### config.mk
export PLATFORM = sky130hd
export DESIGN_NAME = falling_object_engine
export DESIGN_NICKNAME = d
export VERILOG_FILES = /design/src/rtl/falling_obj_pkg.sv /design/src/rtl/obj_slot.sv /design/src/rtl/falling_object_engine.sv
export SDC_FILE = /design/constraint.sdc
export NUM_CORES = 1
export LEC_CHECK = 0
export ABC_AREA = 1
export CAP_MARGIN = 15
export CORE_ASPECT_RATIO = 1.4
export CORE_MARGIN = 3
export CORE_UTILIZATION = 23
export CTS_BUF_LIST = sky130_fd_sc_hd__clkbuf_16
export CTS_CLUSTER_SIZE = 10
export DETAILED_ROUTE_END_ITERATION = 10
export GPL_TIMING_DRIVEN = 0
export REMOVE_ABC_BUFFERS = 1
export SLEW_MARGIN = 20
export SYNTH_ARGS = -nofsm -noshare
export SYNTH_HDL_FRONTEND = slang
export SYNTH_HIERARCHICAL = 1
export SYNTH_SLANG_ARGS = --single-unit
export TNS_END_PERCENT = 30
### constraint.sdc
create_clock -name clk -period 7.4 [get_ports clk]
set_input_delay 1.48 -clock clk [delete_from_list [all_inputs] [get_ports clk]]
set_output_delay 1.48 -clock clk [all_outputs]
set_load 0.02 [all_outputs]
### src/rtl/falling_obj_pkg.sv
// Shared types and constants for the falling-object engine.
//   slot_state_t : per-slot FSM encoding (IDLE / FALLING)
//   LFSR_TAPS    : Galois feedback mask for taps 16,14,13,11
//   DEF_*        : default geometry, used as parameter defaults by the engine
//   lfsr_step    : one right-shift Galois step
package falling_obj_pkg;

    typedef enum logic {
        IDLE    = 1'b0,
        FALLING = 1'b1
    } slot_state_t;

    localparam logic [15:0] LFSR_TAPS = 16'hB400;

    localparam int DEF_LANES     = 8;
    localparam int DEF_LANE_W    = 80;
    localparam int DEF_SPRITE_H  = 80;
    localparam int DEF_SCREEN_H  = 480;
    localparam int DEF_CATCH_Y   = 400;
    localparam int DEF_STEP      = 1;
    localparam int DEF_SPAWN_MIN = 16;

    // Object y positions live in the same 10-bit space as v_cnt.
    localparam int Y_W = 10;

    function automatic logic [15:0] lfsr_step(input logic [15:0] s);
        return {1'b0, s[15:1]} ^ (s[0] ? LFSR_TAPS : 16'h0000);
    endfunction

endpackage

### src/rtl/obj_slot.sv
// One falling-object slot: FSM plus y / lane / respawn-delay registers.
// Ports:
//   clk, rst_n   clock, asynchronous active-low reset
//   en           effective tick (tick & ~pause); all state holds when low
//   lfsr_lane    lfsr[2:0], lane seed used at spawn
//   lfsr_delay   lfsr[7:4], extra respawn delay loaded at spawn
//   farmer_x     farmer lane
//   state        1 while FALLING (debug view of the FSM)
//   y, lane      current object position
//   caught       this effective tick catches the object
//   missed       this effective tick drops the object past the catch zone
module obj_slot
    import falling_obj_pkg::*;
#(
    parameter int IDX       = 0,
    parameter int LANES     = 8,
    parameter int LANE_BITS = 3,
    parameter int DELAY_W   = 8,
    parameter int SPRITE_H  = 80,
    parameter int CATCH_Y   = 400,
    parameter int STEP      = 1,
    parameter int SPAWN_MIN = 16
) (
    input  logic                 clk,
    input  logic                 rst_n,
    input  logic                 en,
    input  logic [2:0]           lfsr_lane,
    input  logic [3:0]           lfsr_delay,
    input  logic [2:0]           farmer_x,
    output logic                 state,
    output logic [Y_W-1:0]       y,
    output logic [LANE_BITS-1:0] lane,
    output logic                 caught,
    output logic                 missed
);

    slot_state_t          state_q, state_d;
    logic [Y_W-1:0]       y_q;
    logic [LANE_BITS-1:0] lane_q;
    logic [DELAY_W-1:0]   delay_q;

    logic                 spawn;
    logic                 catch_now;
    logic                 miss_now;
    logic [3:0]           lane_sum;
    logic [LANE_BITS-1:0] spawn_lane;

    // Condition decode. Adding IDX to the seed keeps slots that spawn on
    // the same tick in distinct lanes.
    always_comb begin
        spawn      = (delay_q == '0);
        lane_sum   = {1'b0, lfsr_lane} + 4'(IDX);
        spawn_lane = LANE_BITS'(32'(lane_sum) % LANES);
        catch_now  = (32'(farmer_x) < LANES) &&
                     (32'(lane_q) == 32'(farmer_x)) &&
                     (32'(y_q) + SPRITE_H >= CATCH_Y) &&
                     (32'(y_q) < CATCH_Y);
        // A catch takes precedence over a miss on the same tick.
        miss_now   = !catch_now && (32'(y_q) + STEP >= CATCH_Y);
    end

    // State register
    always_ff @(posedge clk or negedge rst_n) begin
        if (!rst_n) begin
            state_q <= IDLE;
        end else begin
            state_q <= state_d;
        end
    end

    // Next-state logic
    always_comb begin
        state_d = state_q;
        if (en) begin
            case (state_q)
                IDLE:    if (spawn) state_d = FALLING;
                FALLING: if (catch_now || miss_now) state_d = IDLE;
                default: state_d = IDLE;
            endcase
        end
    end

    // Outputs
    always_comb begin
        state  = (state_q == FALLING);
        caught = en && (state_q == FALLING) && catch_now;
        missed = en && (state_q == FALLING) && miss_now;
    end

    // Position and respawn-delay registers
    always_ff @(posedge clk or negedge rst_n) begin
        if (!rst_n) begin
            y_q     <= '0;
            lane_q  <= '0;
            delay_q <= DELAY_W'(IDX * SPAWN_MIN);
        end else if (en) begin
            if (state_q == IDLE) begin
                if (!spawn) begin
                    delay_q <= delay_q - 1'b1;
                end else begin
                    y_q     <= '0;
                    lane_q  <= spawn_lane;
                    delay_q <= DELAY_W'(SPAWN_MIN) + DELAY_W'(lfsr_delay);
                end
            end else if (!catch_now && !miss_now) begin
                y_q <= y_q + Y_W'(STEP);
            end
        end
    end

    assign y    = y_q;
    assign lane = lane_q;

endmodule

### src/rtl/falling_object_engine.sv
// Falling-object engine: NUM_OBJ slots over LANES columns, LFSR-driven
// spawning, catch/miss scoring and a zero-latency sprite pixel mux.
// Ports:
//   clk, rst_n        clock, asynchronous active-low reset
//   tick              one-cycle step enable
//   pause             freezes all object state while high
//   h_cnt, v_cnt      current VGA pixel
//   farmer_x          farmer lane
//   pixel_addr        sprite ROM address for the current pixel
//   show              an object covers the current pixel
//   hit_id            slot owning the current pixel
//   score_pos/neg     saturating good / bad score
//   catch_pulse       one-cycle pulse after a tick with any catch
//   miss_pulse        one-cycle pulse after a tick with a good-object miss
module falling_object_engine
    import falling_obj_pkg::*;
#(
    parameter int          NUM_OBJ   = 4,
    parameter int          LANES     = DEF_LANES,
    parameter int          LANE_W    = DEF_LANE_W,
    parameter int          SPRITE_H  = DEF_SPRITE_H,
    parameter int          SCREEN_H  = DEF_SCREEN_H,
    parameter int          CATCH_Y   = DEF_CATCH_Y,
    parameter int          STEP      = DEF_STEP,
    parameter int          SCORE_W   = 8,
    parameter logic [31:0] WEIGHTS   = 32'h3321,
    parameter logic [7:0]  BAD_MASK  = 8'b0000_0001,
    parameter int          SPAWN_MIN = DEF_SPAWN_MIN,
    parameter logic [15:0] LFSR_SEED = 16'hACE1
) (
    input  logic               clk,
    input  logic               rst_n,
    input  logic               tick,
    input  logic               pause,
    input  logic [9:0]         h_cnt,
    input  logic [9:0]         v_cnt,
    input  logic [2:0]         farmer_x,
    output logic [16:0]        pixel_addr,
    output logic               show,
    output logic [2:0]         hit_id,
    output logic [SCORE_W-1:0] score_pos,
    output logic [SCORE_W-1:0] score_neg,
    output logic               catch_pulse,
    output logic               miss_pulse
);

    localparam int LANE_BITS = (LANES > 1) ? $clog2(LANES) : 1;
    localparam int DELAY_W   = $clog2(SPAWN_MIN * 8 + 16);

    logic                 step_en;
    logic [15:0]          lfsr_q;

    logic [NUM_OBJ-1:0]   slot_falling;
    logic [NUM_OBJ-1:0]   slot_caught;
    logic [NUM_OBJ-1:0]   slot_missed;
    logic [NUM_OBJ-1:0]   slot_cover;
    logic [Y_W-1:0]       slot_y    [NUM_OBJ];
    logic [LANE_BITS-1:0] slot_lane [NUM_OBJ];
    logic [16:0]          slot_addr [NUM_OBJ];

    logic [7:0]           pos_sum;
    logic [7:0]           neg_sum;

    assign step_en = tick && !pause;

    for (genvar i = 0; i < NUM_OBJ; i++) begin : g_slot
        logic [31:0] x0;

        obj_slot #(
            .IDX       (i),
            .LANES     (LANES),
            .LANE_BITS (LANE_BITS),
            .DELAY_W   (DELAY_W),
            .SPRITE_H  (SPRITE_H),
            .CATCH_Y   (CATCH_Y),
            .STEP      (STEP),
            .SPAWN_MIN (SPAWN_MIN)
        ) u_slot (
            .clk        (clk),
            .rst_n      (rst_n),
            .en         (step_en),
            .lfsr_lane  (lfsr_q[2:0]),
            .lfsr_delay (lfsr_q[7:4]),
            .farmer_x   (farmer_x),
            .state      (slot_falling[i]),
            .y          (slot_y[i]),
            .lane       (slot_lane[i]),
            .caught     (slot_caught[i]),
            .missed     (slot_missed[i])
        );

        assign x0 = 32'(slot_lane[i]) * 32'(LANE_W);

        assign slot_cover[i] = slot_falling[i] &&
                               (32'(h_cnt) >= x0) &&
                               (32'(h_cnt) < x0 + 32'(LANE_W)) &&
                               (32'(v_cnt) >= 32'(slot_y[i])) &&
                               (32'(v_cnt) < 32'(slot_y[i]) + 32'(SPRITE_H)) &&
                               (32'(v_cnt) < 32'(SCREEN_H));

        // Only meaningful while slot_cover[i] is set.
        assign slot_addr[i] = 17'(32'(i * LANE_W * SPRITE_H) +
                                  (32'(h_cnt) - x0) +
                                  32'(LANE_W) * (32'(v_cnt) - 32'(slot_y[i])));
    end

    // All weights caught on one tick are summed before the saturating add.
    always_comb begin
        pos_sum = '0;
        neg_sum = '0;
        for (int i = 0; i < NUM_OBJ; i++) begin
            if (slot_caught[i]) begin
                if (BAD_MASK[i]) neg_sum = neg_sum + 8'(WEIGHTS[4*i +: 4]);
                else             pos_sum = pos_sum + 8'(WEIGHTS[4*i +: 4]);
            end
        end
    end

    function automatic logic [SCORE_W-1:0] sat_add(input logic [SCORE_W-1:0] a,
                                                   input logic [7:0] b);
        logic [SCORE_W+8:0] s;
        s = (SCORE_W+9)'(a) + (SCORE_W+9)'(b);
        if (s > (SCORE_W+9)'({SCORE_W{1'b1}})) return '1;
        return s[SCORE_W-1:0];
    endfunction

    always_ff @(posedge clk or negedge rst_n) begin
        if (!rst_n) begin
            lfsr_q      <= LFSR_SEED;
            score_pos   <= '0;
            score_neg   <= '0;
            catch_pulse <= 1'b0;
            miss_pulse  <= 1'b0;
        end else if (step_en) begin
            lfsr_q      <= lfsr_step(lfsr_q);
            score_pos   <= sat_add(score_pos, pos_sum);
            score_neg   <= sat_add(score_neg, neg_sum);
            catch_pulse <= |slot_caught;
            miss_pulse  <= |(slot_missed & ~BAD_MASK[NUM_OBJ-1:0]);
        end else begin
            catch_pulse <= 1'b0;
            miss_pulse  <= 1'b0;
        end
    end

    // Lowest covering slot wins: scan from the top so lower indices override.
    always_comb begin
        show       = 1'b0;
        hit_id     = '0;
        pixel_addr = '0;
        for (int i = NUM_OBJ - 1; i >= 0; i--) begin
            if (slot_cover[i]) begin
                show       = 1'b1;
                hit_id     = 3'(i);
                pixel_addr = slot_addr[i];
            end
        end
    end

endmodule
==> results.md <==
* Most frequent cells in the layout: nand2_1 (628), inv_1 (399), ha_1 (264), nor2_1 (226), nand3_1 (203)
* Filler cells at 8532
* Count of input and output buffers at 64
* Vias/cell at 4.45
* Leak pwr at 10.5 nW
* Crit-path max FO at 4
* Layout cell share with drive strength beyond 1 at 0.130
* Total number of vias at 17053
* Crit path top cell by count: nand2_2
* CP Launch Type: input pin
* CP arrival at 5.93 ns
* Fin util at 0.277
* Fin nets at 3114
* Commonest non-fill, non-tap cell in the layout: nand2_1
* Hold Buf Count CTS at 0
* Violated checks: setup timing
* Final period util at 1.00
* Max-cap viol count at 0
* Die width at 243 µm
* Final min period at 7.41 ns
* Cells after synthesis at 2675
* Routability cong. at 0.849
* Initial core utilization at 0.232
* Power density over the cells at 389 nW/µm²
* Internal power at 0.00412 W
* Outcome: complete, but fails checks
* Clock share of power at 0.104
* Max Root-Sink Buffers at 2
* Final wirelength at 50600 µm
* Crit-path slowest cell: fa_2
* Initial antenna violation count at 5
* Worst slew pin tran at 0.909 ns
* Total power at 0.00841 W
* Post-Syn Area per Cell at 6.77 µm²
* CP top delay family: simple AND/OR/NAND/NOR gates
* Register share of total power at 0.129
* CTS tree: built
* Synth Cell Area at 18100 µm²
* Final Non-Filler Cells at 3831
* # setup viols final at 1
* Register area at 3070 µm²
* Vias in the first global route at 16634
* Io pins at 66
* Setup WS post-layout at -0.00626 ns
* Crit-path max cell delay at 0.35 ns
* DRT antenna net count at 0
* Hold Path Class: register to register
* Cts bufs inserted at 17
* Setup Crit Path Kind: input pin to primary output
* Final hold vios at 0
* Die height at 338 µm
* Max-slew violations at 0
* Switch Pwr at 0.00429 W
* Row cnt at 121
* Worst Path Buf+Inv at 7
* Comb pwr share at 0.767
* Relative slew margins at 0.393
* Worst-Skew Late Latency at 0.43 ns
* Dpl hpwl at 40800 µm
* Die area at 82200 µm²
* Largest net degree at the start of global routing at 93
* Clk slew on worst S/H paths at 0.06 ns
* Area occupied by multi-input gates at 14100 µm²
* First-pass GRT wire length at 81600 µm
* DRC Markers at 0
* Gr usage total at 0.122
* DRT Pass-1 Iters at 7
* Final Skew at 0.0106 ns
* Max IR drop VDD at 0.247 mV
* Synth-to-Final Area Change at 19.4%
* Grt ovf at 0
* Worst Path Required at 5.92 ns
* CTS Sinks at 122
* H-Tree Depth at 4
* Core box area at 78000 µm²
* Crit path capture type: primary output
* Clk root buf: clkbuf_16
* RSZ-0062 raised after global routing: true
* Wire per inst at 13.2 µm
* DP Cell Count at 3759
* Synth warn at 6
* Initial DRC Count at 662
* Switching share of power at 0.510
* Maximum clock rate at 0.135 GHz
registers in the layout, indices dropped and copies added, names as in the netlist:
register	flops
score_neg	8
lfsr_q	16
miss_pulse	1
catch_pulse	1
score_pos	8
g_slot.u_slot/y	40
g_slot.u_slot/state	4
g_slot.u_slot/lane	12
g_slot.u_slot/delay_q	32
worst register-to-register path, cell delays in order (launching register included):
cell and delay (ns):
dfrtp_1 0.54, inv_1 0.14, ha_1 0.30, nor2_1 0.04
nand3_1 0.06, nor2_1 0.05, nor2_1 0.08, nand2_1 0.11
nor2_1 0.31, inv_1 0.11, ha_1 0.28, inv_1 0.08
xor2_1 0.19, inv_1 0.08, fa_1 0.43, o211a_1 0.25
or2_2 0.30, nor2_1 0.14, nand2_1 0.06, nor2_1 0.12
inv_1 0.13, a21oi_1 0.16
metrics by stage:
stage	setup TNS (ns)	cell area [µm²]	hold slack, ns	setup WS [ns]
2_1_floorplan	0	17900	0.434	0.381
3_3_place_gp	-56.11	19900	0.456	-1.92
3_5_place_dp	-12.14	19900	0.458	-1.99
4_1_cts	-0.0664	21300	0.467	-0.0664
5_1_grt	-0.683	21600	0.495	-0.213
6_report	-0.00626	21600	0.459	-0.00626
path summary, 6_finish.rpt:
| check | from | end | slack, ns | cells after the start |
|---|---|---|---|---|
| worst min register to register | g_slot[0].u_slot/delay_q[7] | g_slot[0].u_slot/delay_q[7] | 0.46 | 1 |
| max in group asynchronous | rst_n | lfsr_q[11] | 5.69 | 2 |
| min in group asynchronous | rst_n | g_slot[3].u_slot/y[6] | 0.91 | 1 |
| worst max register to register | g_slot[2].u_slot/y[4] | score_pos[0] | 3.37 | 21 |
| worst min-delay path | g_slot[0].u_slot/delay_q[7] | g_slot[0].u_slot/delay_q[7] | 0.46 | 1 |
| worst max-delay path | v_cnt[0] | pixel_addr[16] | -0.006 | 35 |
final cells by class:
class / instances / share of cell area
Tap cell: 1045 / 0.0605
Antenna cell: 2 / 0.000231
Inverter: 424 / 0.0741
Clock inverter: 15 / 0.00862
Sequential cell: 122 / 0.142
Timing Repair Buffer: 104 / 0.0442
Multi-Input combinational cell: 2102 / 0.651
Clock buffer: 17 / 0.0197
timing repair:
| item | 4_1_cts | 5_1_grt |
|---|---|---|
| pin swaps | 48 | 44 |
| cloned | 0 | 0 |
| buffers inserted | 23 | 15 |
| setup endpoints to repair | 10 | 9 |
| gates resized for setup | 167 | 73 |
power groups by stage:
stage	Sequential (W)	Clock, W	Combinational [W]
2_1_floorplan	0.00102	0	0.00450
3_3_place_gp	0.00109	0	0.00561
3_5_place_dp	0.00109	0	0.00568
4_1_cts	0.00108	0.000898	0.00622
5_1_grt	0.00112	0.000926	0.00734
6_report	0.00109	0.000873	0.00645
routing by layer:
metal / global-route usage / up-vias / wire [µm]
li1: - / 8910 / -
met3: 0.0115 / 100 / 1170
met1: 0.131 / 7814 / 20700
met2: 0.231 / 225 / 26000
met5: 0 / - / 26
met4: 0.0702 / 4 / 2730
No activity file was read; power rests on OpenSTA's default activity.
